<file path="config.mk">
export PLATFORM = sky130hd
export DESIGN_NAME = branch_resolve_bht
export DESIGN_NICKNAME = d
export VERILOG_FILES = /design/src/rtl/branch_resolve_bht.sv
export SDC_FILE = /design/constraint.sdc
export NUM_CORES = 1
export LEC_CHECK = 0
export CORE_MARGIN = 1
export CORE_UTILIZATION = 47
export CTS_CLUSTER_SIZE = 14
export DETAILED_ROUTE_END_ITERATION = 12
export MAX_ROUTING_LAYER = met4
export PLACE_DENSITY = 0.74
export REMOVE_ABC_BUFFERS = 1
export SYNTH_ARGS = -nofsm -noshare
export SYNTH_HDL_FRONTEND = slang
export SYNTH_SLANG_ARGS = --single-unit
</file>
<file path="constraint.sdc">
create_clock -name clk -period 7.1 [get_ports clk]
set_input_delay 1.065 -clock clk [delete_from_list [all_inputs] [get_ports clk]]
set_output_delay 1.065 -clock clk [all_outputs]
set_load 0.005 [all_outputs]
</file>
<file path="src/rtl/branch_resolve_bht.sv">
// rtl/branch_resolve_bht.sv - branch resolution unit with bimodal history table and statistics
module branch_resolve_bht #(
    parameter int DATA_W     = 32,
    parameter int PC_W       = 32,
    parameter int BHT_DEPTH  = 64,
    parameter int CNT_W      = 2,
    parameter int INIT_CNT   = 1,
    parameter int SIGNED_CMP = 1,
    parameter int STAT_W     = 32
) (
    input  logic              clk,
    input  logic              rst,
    input  logic [PC_W-1:0]   pred_pc,
    output logic              pred_taken,
    input  logic              stall,
    input  logic              res_valid,
    input  logic [PC_W-1:0]   res_pc,
    input  logic [2:0]        res_cond,
    input  logic [DATA_W-1:0] rs_data,
    input  logic [DATA_W-1:0] rt_data,
    input  logic [PC_W-1:0]   res_target,
    input  logic              res_pred_taken,
    output logic              flush,
    output logic [PC_W-1:0]   redirect_pc,
    output logic              actual_taken,
    output logic [1:0]        cmp_result,
    output logic [STAT_W-1:0] branch_cnt,
    output logic [STAT_W-1:0] mispredict_cnt
);

    localparam int IDX_W = $clog2(BHT_DEPTH);
    localparam logic [CNT_W-1:0]  CNT_MAX  = {CNT_W{1'b1}};
    localparam logic [CNT_W-1:0]  CNT_ZERO = {CNT_W{1'b0}};
    localparam logic [CNT_W-1:0]  CNT_RST  = CNT_W'(INIT_CNT);
    localparam logic [STAT_W-1:0] STAT_MAX = {STAT_W{1'b1}};

    localparam logic [2:0] C_BEQ  = 3'd0;
    localparam logic [2:0] C_BNE  = 3'd1;
    localparam logic [2:0] C_BLTZ = 3'd2;
    localparam logic [2:0] C_BGTZ = 3'd3;
    localparam logic [2:0] C_BLEZ = 3'd4;
    localparam logic [2:0] C_BGEZ = 3'd5;

    localparam logic [1:0] R_NONE = 2'b00;
    localparam logic [1:0] R_EQ   = 2'b01;
    localparam logic [1:0] R_LT   = 2'b10;
    localparam logic [1:0] R_GT   = 2'b11;

    logic [CNT_W-1:0]  bht_q [BHT_DEPTH];
    logic [IDX_W-1:0]  pred_idx;
    logic [IDX_W-1:0]  res_idx;
    logic [CNT_W-1:0]  res_cnt;
    logic [DATA_W-1:0] cmp_b;
    logic              is_eq;
    logic              lt_signed;
    logic              lt_unsigned;
    logic              is_lt;
    logic [1:0]        result;
    logic              taken;
    logic              acc;
    logic              mis;
    logic [PC_W-1:0]   redirect_next;
    logic              unused_pred_bits;

    assign pred_idx = pred_pc[IDX_W+1:2];
    assign res_idx  = res_pc[IDX_W+1:2];
    assign res_cnt  = bht_q[res_idx];

    // Plain array read: an update landing this cycle is not forwarded.
    assign pred_taken = bht_q[pred_idx][CNT_W-1];

    assign unused_pred_bits = ^{pred_pc[PC_W-1:IDX_W+2], pred_pc[1:0]};

    always_comb begin
        cmp_b = '0;
        if (res_cond == C_BEQ || res_cond == C_BNE) begin
            cmp_b = rt_data;
        end
    end

    assign is_eq       = (rs_data == cmp_b);
    assign lt_signed   = ($signed(rs_data) < $signed(cmp_b));
    assign lt_unsigned = (rs_data < cmp_b);
    assign is_lt       = (SIGNED_CMP != 0) ? lt_signed : lt_unsigned;

    always_comb begin
        result = R_GT;
        if (is_eq) begin
            result = R_EQ;
        end else if (is_lt) begin
            result = R_LT;
        end
    end

    always_comb begin
        taken = 1'b0;
        case (res_cond)
            C_BEQ:   taken = (result == R_EQ);
            C_BNE:   taken = (result != R_EQ);
            C_BLTZ:  taken = (result == R_LT);
            C_BGTZ:  taken = (result == R_GT);
            C_BLEZ:  taken = (result != R_GT);
            C_BGEZ:  taken = (result != R_LT);
            default: taken = 1'b0;
        endcase
    end

    // A resolve arriving while flush is high sits on the wrong path and is dropped.
    assign acc           = res_valid & ~stall & ~flush;
    assign mis           = (taken != res_pred_taken);
    assign redirect_next = taken ? res_target : (res_pc + PC_W'(4));

    always_ff @(posedge clk or posedge rst) begin
        if (rst) begin
            for (int i = 0; i < BHT_DEPTH; i++) begin
                bht_q[i] <= CNT_RST;
            end
        end else if (acc) begin
            if (taken && res_cnt != CNT_MAX) begin
                bht_q[res_idx] <= res_cnt + CNT_W'(1);
            end else if (!taken && res_cnt != CNT_ZERO) begin
                bht_q[res_idx] <= res_cnt - CNT_W'(1);
            end
        end
    end

    always_ff @(posedge clk or posedge rst) begin
        if (rst) begin
            flush        <= 1'b0;
            actual_taken <= 1'b0;
            cmp_result   <= R_NONE;
            redirect_pc  <= '0;
        end else if (acc) begin
            flush        <= mis;
            actual_taken <= taken;
            cmp_result   <= result;
            redirect_pc  <= redirect_next;
        end else begin
            flush        <= 1'b0;
            actual_taken <= 1'b0;
            cmp_result   <= R_NONE;
        end
    end

    always_ff @(posedge clk or posedge rst) begin
        if (rst) begin
            branch_cnt     <= '0;
            mispredict_cnt <= '0;
        end else if (acc) begin
            if (branch_cnt != STAT_MAX) begin
                branch_cnt <= branch_cnt + STAT_W'(1);
            end
            if (mis && mispredict_cnt != STAT_MAX) begin
                mispredict_cnt <= mispredict_cnt + STAT_W'(1);
            end
        end
    end

endmodule

</file>
==> impl_metrics.json <==
{
  "rsz0062_at_grt": "no",
  "cts_resized": 0,
  "critical_path_buf_inv_count": 3,
  "slowest_stage": "nand3_2",
  "final_nets": 1614,
  "p_seq_share_pct": 43.2,
  "async_reset_ff_share_pct": 100,
  "track_usage_pct": 27.6,
  "ctsLongestPathBuffers": 3,
  "final_max_slew_viol_count": 0,
  "pwr-share-comb_pct": 20.7,
  "core_area_um2": 27000,
  "synth_fa_ha_area_share_pct": 3.59,
  "maxCapViolations": 0,
  "slowest_delay_ns": 0.80,
  "fin_skew_ns": 0.0340,
  "p_int_mw": 2.60,
  "seq_area_frac_synth_pct": 44.8,
  "peakVddDrop_v": 0.000170,
  "dr_total_vias": 10799,
  "grt_overflow": 0,
  "synth_mux_area_share_pct": 17.6,
  "yosys.area.top_type": "dfrtp_1",
  "finalHoldViolCount": 0,
  "start_kind": "primary input",
  "setup.worst_path.end_class": "flop",
  "leakagePower_nw": 7.01,
  "setup_viol": 0,
  "synth_top_area_share_pct": 31.8,
  "layout_common_cells": "242 x clkdlybuf4s50_1, 164 x dfrtp_1, 116 x nand2_1",
  "num_rows": 60,
  "drt_first_pass_iters": 5,
  "first_global_vias": 10735,
  "slew-limit-headroom_pct": 26.8,
  "power.density_nw_per_um2": 220,
  "synthXorXnorAreaFrac_pct": 6.17,
  "clock_power_share_pct": 36.1,
  "path_max_fanout": 32,
  "grt_start_max_net_pins": 95,
  "htreeDepth": 1,
  "switching_share_pct": 28.4,
  "avgSynthCellArea_um2": 10.9,
  "via_per_inst": 6.10,
  "cts_setup_buffers": 0,
  "ys_ff_latch": 228,
  "cts_num_sinks": 228,
  "tns_ns": 0,
  "nFillCells": 2185,
  "antenna_found_initial": 0,
  "max_freq_mhz": 180,
  "design_area_um2": 16500,
  "synth_top_flop_cell": "dfrtp_1",
  "clock_latency_ns": 0.55,
  "drcViolationCount": 0,
  "hold_ws_ns": 0.479,
  "tightest_slew_ns": 1.09,
  "dieArea_um2": 28100,
  "multi_input_area_um2": 6780,
  "cp.required_ns": 7.48,
  "crit_family": "simple AND/OR/NAND/NOR gates",
  "yosysWarnings": 0,
  "avgRoutedWirePerCell_um": 21.2,
  "synth_cell_types": 65,
  "critical_path_class": "in -> reg",
  "cts_buffers": 26,
  "floorplan.initialDensity_pct": 47.9,
  "diodes": 0,
  "cts-hold-fix-buffers": 0,
  "p_switching_mw": 1.03,
  "period_share_pct": 78.3,
  "die_w_um": 168,
  "min_period_ns": 5.56,
  "drtAntennaViolNets": 0,
  "synth_top_family_by_area": "multiplexers",
  "portBuffers": 242,
  "synth_edf_count": 0,
  "dp_hpwl_um": 25800,
  "min_path_type": "reg -> reg",
  "synthToLayoutAreaGrowth_pct": 27.6,
  "fp.dieH_um": 168,
  "crit_chain": "clkdlybuf4s50_1, nor2_2, buf_4, nand2_1, ha_1, nand4_1, nor4_1, nand2_1, nor2_1, mux2_2, nor2b_1, nand3_2, buf_4, mux2i_1, o21ai_0",
  "syn_inst": 1188,
  "clk_pin_slew_worst_paths_ns": 0.06,
  "crit_arrival_ns": 5.94,
  "io_pins": 269,
  "place_area_um2": 15600,
  "status": "finished, final reports clean",
  "final_common_cell": "clkdlybuf4s50_1",
  "synth_area_leaders": "dfrtp_1 32%, dfstp_2 13%, mux2_1 6.3%",
  "syn-cell-area_um2": 12900,
  "synthSimpleGateAreaFrac_pct": 15.7,
  "register_area_um2": 5790,
  "gp_congestion": 0.917,
  "drt_first_iter_violations": 1004,
  "routed_wl_um": 37500,
  "cts_tree": "built",
  "synth_compound_area_share_pct": 9.34,
  "cts_root_buf": "clkbuf_16",
  "drive_gt1_share_pct": 16.0,
  "grt_pass1_wl_um": 59800
}
tightest hold or removal path, stage by stage (launching register included):
cell and delay (ns):
dfrtp_1 0.34, nand2_1 0.05, o21ai_0 0.06
cells by family (layout without fill, tap and decap cells):
group	Yosys count	after routing
mux	184	184
xor+xnor	90	90
flops	228	228
fa+ha+maj	37	37
compound gates	176	176
buf+inv	81	322
simple gates	392	392
synthesized netlist by cell type (8+ instances only):
cell      number
dfrtp_1      164
inv_1         13
mux4_2        21
xnor2_1       50
nor3_1        13
o21ai_0       34
buf_2         11
nand4_1       98
and2_1         8
xor2_1        39
mux2i_1       31
a22oi_1       28
clkbuf_1      48
nor4_1        10
o22ai_1       30
dfstp_2       64
nand2_1      116
mux2_1        72
and3_1         9
and4_1         9
ha_1          37
a21oi_1       32
nor2_1        60
mux2_2        60
nand3_1       36
final timing paths:
path                            startpoint              end  slack (ns)  depth (start not counted)
setup / recovery               res_cond[2]  redirect_pc[12]        1.54                         15
hold / removal             redirect_pc[25]  redirect_pc[25]        0.48                          2
setup reg to reg                      flop        bht_q[59]        3.15                         12
hold reg to reg            redirect_pc[25]  redirect_pc[25]        0.48                          2
max in group asynchronous              rst       bht_q[109]        4.65                          3
min in group asynchronous              rst   branch_cnt[20]        1.01                          2
per-stage QoR:
| step | utilization [%] | cells | power [mW] | setup slack (ns) |
|---|---|---|---|---|
| 2_1_floorplan | - | 1120 | 1.93 | -0.107 |
| 3_3_place_gp | 57.9 | 1722 | 2.32 | 1.19 |
| 3_5_place_dp | 57.9 | 1722 | 2.34 | 1.09 |
| 4_1_cts | 61.1 | 1770 | 3.64 | 1.66 |
| 5_1_grt | 61.1 | 1770 | 3.78 | 1.25 |
| 6_report | 61.1 | 1770 | 3.63 | 1.54 |
power by group through the flow:
stage          combinational [mW]  sequential (mW)  clock, mW
3_5_place_dp                0.749             1.59          0
3_3_place_gp                0.735             1.58          0
6_report                    0.749             1.57       1.31
4_1_cts                     0.752             1.57       1.33
5_1_grt                     0.814             1.59       1.38
2_1_floorplan               0.365             1.57          0
routing by layer:
layer	GRT usage, %	part of all wire [%]	up-vias
met5	-	0	-
met4	8.10	2.9	0
met3	4.73	8.0	83
met2	45.0	48	490
met1	35.4	41	5347
li1	-	-	4879
cell type report:
cell class	instances	area share (%)
well taps	341	2.59
repair buffers	261	15.6
clock buffers	37	4.45
flip-flops and latches	228	35.2
clock inverters	11	0.661
multi-input cells	879	41.2
inverters	13	0.342
Power figures use the tool's default switching activity.
